==> config.mk <==
export PLATFORM = sky130hd
export DESIGN_NAME = lbp_engine
export DESIGN_NICKNAME = d
export VERILOG_FILES = /design/src/rtl/lbp_pkg.sv /design/src/rtl/lbp_window.sv /design/src/rtl/lbp_engine.sv
export SDC_FILE = /design/constraint.sdc
export NUM_CORES = 1
export LEC_CHECK = 0
export BUFFER_PORTS_ARGS = -buffer_cell sky130_fd_sc_hd__buf_2
export CORE_UTILIZATION = 60
export CTS_BUF_LIST = sky130_fd_sc_hd__clkbuf_4
export CTS_CLUSTER_DIAMETER = 200
export CTS_CLUSTER_SIZE = 40
export DETAILED_ROUTE_END_ITERATION = 16
export PLACE_DENSITY = 0.83
export SLEW_MARGIN = 20
export SYNTH_ARGS = -nofsm -noshare
export SYNTH_HDL_FRONTEND = slang
export SYNTH_SLANG_ARGS = --single-unit
export TNS_END_PERCENT = 10
==> constraint.sdc <==
create_clock -name clk -period 6 [get_ports clk]
set_input_delay 0.3 -clock clk [delete_from_list [all_inputs] [get_ports clk]]
set_output_delay 0.3 -clock clk [all_outputs]
set_load 0.05 [all_outputs]
==> src/rtl/lbp_pkg.sv <==
// lbp_pkg: shared FSM states, LBP neighbour bit positions and address-width helper for the LBP engine.
package lbp_pkg;
  typedef enum logic [2:0] {S_IDLE, S_LOAD9, S_SHIFT3, S_CALC, S_OUT, S_BORDER, S_DONE} state_t;
  localparam int BIT_TL = 0;
  localparam int BIT_T  = 1;
  localparam int BIT_TR = 2;
  localparam int BIT_L  = 3;
  localparam int BIT_R  = 4;
  localparam int BIT_BL = 5;
  localparam int BIT_B  = 6;
  localparam int BIT_BR = 7;
  function automatic int lbp_aw(input int w, input int h);
    return $clog2(w * h);
  endfunction
endpackage

==> src/rtl/lbp_window.sv <==
// lbp_window: 3x3 pixel window with single-cell load and left shift, plus the
// combinational LBP compare of each neighbour against center+THRESH (no wrap).
module lbp_window import lbp_pkg::*; #(
  parameter int PIX_W  = 8,
  parameter int THRESH = 0
) (
  input  logic             clk,
  input  logic             reset,
  input  logic             i_ld,
  input  logic [1:0]       i_ld_row,
  input  logic [1:0]       i_ld_col,
  input  logic             i_shift,
  input  logic [PIX_W-1:0] i_data,
  output logic [7:0]       o_code
);
  logic [PIX_W-1:0] r_win [3][3];
  logic [PIX_W-1:0] w_nb [8];
  logic [PIX_W:0]   w_ctr;
  always_ff @(posedge clk or posedge reset)
    if (reset)
      for (int r = 0; r < 3; r++)
        for (int c = 0; c < 3; c++) r_win[r][c] <= '0;
    else if (i_shift)
      for (int r = 0; r < 3; r++) begin
        r_win[r][0] <= r_win[r][1];
        r_win[r][1] <= r_win[r][2];
      end
    else if (i_ld) r_win[i_ld_row][i_ld_col] <= i_data;
  always_comb begin
    w_nb[BIT_TL] = r_win[0][0];
    w_nb[BIT_T]  = r_win[0][1];
    w_nb[BIT_TR] = r_win[0][2];
    w_nb[BIT_L]  = r_win[1][0];
    w_nb[BIT_R]  = r_win[1][2];
    w_nb[BIT_BL] = r_win[2][0];
    w_nb[BIT_B]  = r_win[2][1];
    w_nb[BIT_BR] = r_win[2][2];
    w_ctr = {1'b0, r_win[1][1]} + (PIX_W+1)'(THRESH);
    for (int i = 0; i < 8; i++) o_code[i] = {1'b0, w_nb[i]} >= w_ctr;
  end
endmodule

==> src/rtl/lbp_engine.sv <==
// lbp_engine: raster-order 3x3 LBP engine with memory read port and valid/ready result port.
// Define LBP_BORDER_EN to also emit 8'h00 for every border pixel (full-frame ascending output).
module lbp_engine import lbp_pkg::*; #(
  parameter  int IMG_W  = 128,
  parameter  int IMG_H  = 128,
  parameter  int PIX_W  = 8,
  parameter  int THRESH = 0,
  localparam int AW     = lbp_aw(IMG_W, IMG_H)
) (
  input  logic             clk,
  input  logic             reset,
  input  logic             start,
  input  logic             gray_ready,
  output logic             gray_req,
  output logic [AW-1:0]    gray_addr,
  input  logic [PIX_W-1:0] gray_data,
  output logic             lbp_valid,
  input  logic             lbp_ready,
  output logic [AW-1:0]    lbp_addr,
  output logic [7:0]       lbp_data,
  output logic             busy,
  output logic             finish
);
  state_t        r_state;
  logic [3:0]    r_cnt, r_cap_n;
  logic          r_cap;
  logic [AW-1:0] r_caddr, r_row, r_col;
  logic [1:0]    w_rsel, w_csel, w_lrow, w_lcol;
  logic [AW-1:0] w_raddr;
  logic [7:0]    w_code;
  logic          w_more, w_shift;
`ifdef LBP_BORDER_EN
  logic          r_fin;
`endif
  // read n of a window is at row n%3, col n/3 relative to the top-left corner
  always_comb begin
    w_rsel  = 2'(r_cnt % 4'd3);
    w_csel  = 2'(r_cnt / 4'd3);
    w_lrow  = 2'(r_cap_n % 4'd3);
    w_lcol  = 2'(r_cap_n / 4'd3);
    w_raddr = r_caddr - AW'(IMG_W + 1) + AW'(w_csel)
            + (w_rsel == 2'd2 ? AW'(2 * IMG_W) : w_rsel == 2'd1 ? AW'(IMG_W) : '0);
    w_more  = r_col != AW'(IMG_W - 2);
    w_shift = r_state == S_OUT && lbp_ready && w_more;
  end
  lbp_window #(.PIX_W(PIX_W), .THRESH(THRESH)) u_win (
    .clk(clk), .reset(reset), .i_ld(r_cap), .i_ld_row(w_lrow), .i_ld_col(w_lcol),
    .i_shift(w_shift), .i_data(gray_data), .o_code(w_code)
  );
  always_ff @(posedge clk or posedge reset)
    if (reset) begin
      r_state   <= S_IDLE;
      r_cnt     <= '0;
      r_cap_n   <= '0;
      r_cap     <= 1'b0;
      r_caddr   <= '0;
      r_row     <= '0;
      r_col     <= '0;
      gray_req  <= 1'b0;
      gray_addr <= '0;
      lbp_valid <= 1'b0;
      lbp_addr  <= '0;
      lbp_data  <= '0;
      busy      <= 1'b0;
      finish    <= 1'b0;
`ifdef LBP_BORDER_EN
      r_fin     <= 1'b0;
`endif
    end else begin
      finish <= 1'b0;
      case (r_state)
        S_IDLE: if (start && gray_ready) begin
          busy    <= 1'b1;
          r_row   <= AW'(1);
          r_col   <= AW'(1);
          r_caddr <= AW'(IMG_W + 1);
`ifdef LBP_BORDER_EN
          r_fin     <= 1'b0;
          lbp_valid <= 1'b1;
          lbp_data  <= '0;
          lbp_addr  <= '0;
          r_state   <= S_BORDER;
`else
          r_cnt   <= '0;
          r_state <= S_LOAD9;
`endif
        end
        S_LOAD9, S_SHIFT3: begin
          if (r_cnt != 4'd9) begin
            gray_req  <= 1'b1;
            gray_addr <= w_raddr;
            r_cap     <= 1'b1;
            r_cap_n   <= r_cnt;
            r_cnt     <= r_cnt + 4'd1;
          end else begin
            gray_req <= 1'b0;
            r_cap    <= 1'b0;
          end
          if (r_cap && r_cap_n == 4'd8) r_state <= S_CALC;
        end
        S_CALC: begin
          lbp_valid <= 1'b1;
          lbp_data  <= w_code;
          lbp_addr  <= r_caddr;
          r_state   <= S_OUT;
        end
        S_OUT: if (lbp_ready) begin
          if (w_more) begin
            r_col     <= r_col + 1'b1;
            r_caddr   <= r_caddr + 1'b1;
            r_cnt     <= 4'd6;
            lbp_valid <= 1'b0;
            r_state   <= S_SHIFT3;
          end else begin
            if (r_row != AW'(IMG_H - 2)) begin
              r_row   <= r_row + 1'b1;
              r_col   <= AW'(1);
              r_caddr <= r_caddr + AW'(3);
            end
`ifdef LBP_BORDER_EN
            else r_fin <= 1'b1;
            lbp_addr <= lbp_addr + 1'b1;
            lbp_data <= '0;
            r_state  <= S_BORDER;
`else
            lbp_valid <= 1'b0;
            if (r_row != AW'(IMG_H - 2)) begin
              r_cnt   <= '0;
              r_state <= S_LOAD9;
            end else begin
              finish  <= 1'b1;
              busy    <= 1'b0;
              r_state <= S_DONE;
            end
`endif
          end
        end
`ifdef LBP_BORDER_EN
        S_BORDER: if (lbp_ready) begin
          if (lbp_addr == AW'(IMG_W * IMG_H - 1)) begin
            lbp_valid <= 1'b0;
            finish    <= 1'b1;
            busy      <= 1'b0;
            r_state   <= S_DONE;
          end else if (!r_fin && lbp_addr + 1'b1 == r_caddr) begin
            lbp_valid <= 1'b0;
            r_cnt     <= '0;
            r_state   <= S_LOAD9;
          end else lbp_addr <= lbp_addr + 1'b1;
        end
`endif
        S_DONE:  r_state <= S_IDLE;
        default: r_state <= S_IDLE;
      endcase
    end
endmodule

==> flow_summary.ini <==
[pwr]
power_frac_comb = 0.599
irDropWorstVdd_mv = 0.663
pwr-share-seq = 0.290
pwr-share-clk = 0.112
power.share.switching = 0.472
power_density_nw_per_um2 = 620
leak_nw = 5.16
power.net_switching_mw = 3.09
p_int_mw = 3.45

[die]
die_w_um = 130
num_io_pins = 53
area_of_the_placeable_core_um2 = 15900
die-height_um = 130
fp.dieArea_um2 = 16800
floorplan.rows = 46
start_util = 0.615

[yosys]
synth_top_cell_area_share = 0.421
synthMostInstantiatedCell = dfrtp_1
synth_enable_flop_cells = 0
synth_top_flop_cell = dfrtp_1
synth.cell_area_um2 = 9800
synth.avg_cell_area_um2 = 9.66
ys_warn_count = 0
synth_cell_types = 62
synth.ff_latch_count = 165
post_synth_inst_count = 1014
synth_top_cells_by_area = dfrtp_1 (42%), ha_1 (13%), mux2i_1 (4.8%), nor2_1 (4.2%), a21oi_1 (3.7%)
ys_seq_area_frac = 0.421
async_reset_ff_frac = 1.00
synth_top_cell_by_area = dfrtp_1
syn-num-nets = 1130
synth_top_cells_by_count = dfrtp_1 (165), nor2_1 (110), ha_1 (101), nand2_1 (78), a21oi_1 (72)

[timing]
fin_tns_setup_ns = 0
finalHoldViolations = 0
finalMaxSlewViolations = 0
fmax_ghz = 0.243
final_period_minus_worst_setup_slack_ns = 4.11
tightest_slew_ns = 1.02
finalSetupViolCount = 0
fin_crit_sh = 0.685
grt_setup_unrepaired = false
final_critical_path_setup_slack_ns = 1.89
slew-limit-headroom = 0.323
finalClockSkew_ns = 0.0292

[worst_setup_path]
required_time_of_the_critical_path_ns = 6.50
critical_path.max_fanout = 7
cp-start-kind = flip-flop
criticalPathCategory = flip-flop to flip-flop
cp.arrival_ns = 4.61
setup.worst_path.end_class = flip-flop

[layout]
n_fill_cell = 1284
final_cell_area_um2 = 10500
nets = 1168
fraction_of_layout_cells_with_a_size_suffix_above_1 = 0.117
layout-area-overhead-vs-synth_pct = 7.65
final_util = 0.662
antenna_cells = 0

[min_path]
timing.hold.worst.class = input port to flip-flop

[placed_design]
place_congestion = 0.904
detailed_place_hpwl_um = 14800
placement.setup.worst_slack_ns = 1.93
post_place_cell_area_um2 = 10200
io_buffer_count = 52

[grt]
grt_overflow = 0
grtUsageMet1 = 0.331
global_route_wire_length_before_repair_um = 34700
grt_start_max_net_pins = 101
grt_antenna_before_repair = 0
global_route.usage.total = 0.263
global_route.usage.met3 = 0.0472
global_route.usage.met2 = 0.461
global_route.peak_usage_layer = met2
first_global_vias = 7138

[clock_tree]
cts-htree-levels = 4
cts_root_buf = clkbuf_4
ctsLongestPathBuffers = 2
tritoncts = built
worstSkewPairLatency_ns = 0.60
clkSlewWorstSetupHoldPaths_ns = 0.14
numCtsBuffers = 17
cts_setup_buffers = 0
cts_num_sinks = 165
postCtsResizedCells = 0

[routing]
postRouteWirelength_um = 21100
detailedRoute.firstPassIterationCount = 5
avgViaCountPerCell = 5.89
drc_errors = 0
drt_iter0_drc = 436
vias = 7539
wire_per_inst_um = 16.5
final_antenna_net_count = 0

[status]
outcome = complete, no violations

[flow_run]
maximum_capacitance_violations = 0
routing by layer:
metal  vias to the layer above  wire length [µm]  share of wire
li1                       3647                 -              -
met1                      3682              9420           0.45
met4                         0               377          0.018
met3                        41               692          0.033
met2                       169             10600           0.50
met5                         -                 0              0
worst paths after layout:
check / startpoint / to / slack, ns / cells past startpoint
setup / recovery: r_cnt[2]$_DFFE_PP0P_ / gray_addr[11]$_DFFE_PP0P_ / 1.89 / 20
hold / removal: gray_data[0] / u_win.r_win[24]$_DFFE_PP0P_ / 0.09 / 2
setup reg to reg: r_cnt[2]$_DFFE_PP0P_ / gray_addr[11]$_DFFE_PP0P_ / 1.89 / 20
hold reg to reg: gray_addr[1]$_DFFE_PP0P_ / gray_addr[1]$_DFFE_PP0P_ / 0.49 / 2
max in group asynchronous: reset / r_row[0]$_DFFE_PP0P_ / 4.52 / 4
min in group asynchronous: reset / lbp_data[5]$_DFFE_PP0P_ / 0.36 / 3
state kept, by name (all words and copies together), names as in the netlist:
name and flops:
r_caddr 14, busy 1, lbp_addr 14, r_row 14, r_col 14, lbp_valid 1
lbp_data 8, r_cnt 4, finish 1, r_state 3, r_cap_n 4, r_cap 1
gray_addr 14, u_win.r_win 72
timing repair:
| item | 4_1_cts | 5_1_grt |
|---|---|---|
| endpoints found under the hold margin | 74 | 0 |
| hold buffers | 1 | 0 |
| endpoints found under the setup margin | 0 | 0 |
through the flow:
stage	instances	power [mW]	hold slack, ns
floorplan	1014	4.89	0.451
global placement	1248	5.56	0.457
detailed placement	1248	5.76	0.457
CTS	1281	6.53	0.0516
global route	1281	7.08	0.0671
finish	1281	6.54	0.0855
final cells by class:
| cell class | instances | area [µm²] | share of cell area |
|---|---|---|---|
| clock buffers | 17 | 128 | 0.0121 |
| clock inverters | 15 | 188 | 0.0178 |
| inverters | 63 | 241 | 0.0229 |
| multi-input cells | 747 | 5290 | 0.501 |
| flip-flops and latches | 165 | 4130 | 0.391 |
| well taps | 216 | 270 | 0.0256 |
| repair buffers | 58 | 308 | 0.0292 |
layout by cell type (no fill, tap or decap), types with 6 or more instances in the layout:
cell,synthesis,final
or3_1,13,13
clkbuf_4,0,17
buf_2,3,52
o31ai_1,11,11
mux2i_1,47,47
a21o_1,16,16
dfrtp_1,165,165
nand3_1,25,24
a21oi_1,72,72
o21ai_0,57,57
o21a_1,25,25
nor3_1,15,15
and3_1,8,8
nand2_1,78,78
nor2_1,110,110
nand2b_1,14,14
xor2_1,13,13
mux2_2,26,26
nand4_1,11,11
clkinvlp_4,0,6
a211oi_1,10,10
a2111oi_0,8,8
xnor2_1,23,23
ha_1,101,101
inv_1,63,62
kinds of logic (layout without fill, tap and decap cells):
| logic type | after synthesis | after routing | synth area share |
|---|---|---|---|
| flops | 165 | 165 | 0.421 |
| simple gates | 308 | 308 | 0.149 |
| xor+xnor | 36 | 36 | 0.0322 |
| mux | 73 | 73 | 0.0779 |
| compound gates | 227 | 227 | 0.145 |
| fa+ha+maj | 103 | 103 | 0.133 |
| buf+inv | 102 | 153 | 0.0411 |
critical path: stages (launching register included):
cell	delay (ns)
dfrtp_1	0.47
nor2b_1	0.18
ha_1	0.19
inv_1	0.06
ha_1	0.19
nand2_1	0.10
xnor2_1	0.20
inv_1	0.10
ha_1	0.18
nor2_1	0.27
ha_1	0.21
inv_1	0.05
ha_1	0.20
inv_1	0.08
fa_1	0.21
nor2b_1	0.07
o31a_1	0.26
o311a_1	0.36
o211a_1	0.25
o21a_1	0.16
o31ai_1	0.21
power groups by stage:
stage / clock network [mW] / registers [mW] / logic [mW]
global placement: 0 / 1.89 / 3.68
floorplan: 0 / 2.19 / 2.70
global route: 0.784 / 1.95 / 4.35
CTS: 0.741 / 1.89 / 3.91
detailed placement: 0 / 1.91 / 3.85
finish: 0.730 / 1.89 / 3.91
(Power assumes the default switching activity.)
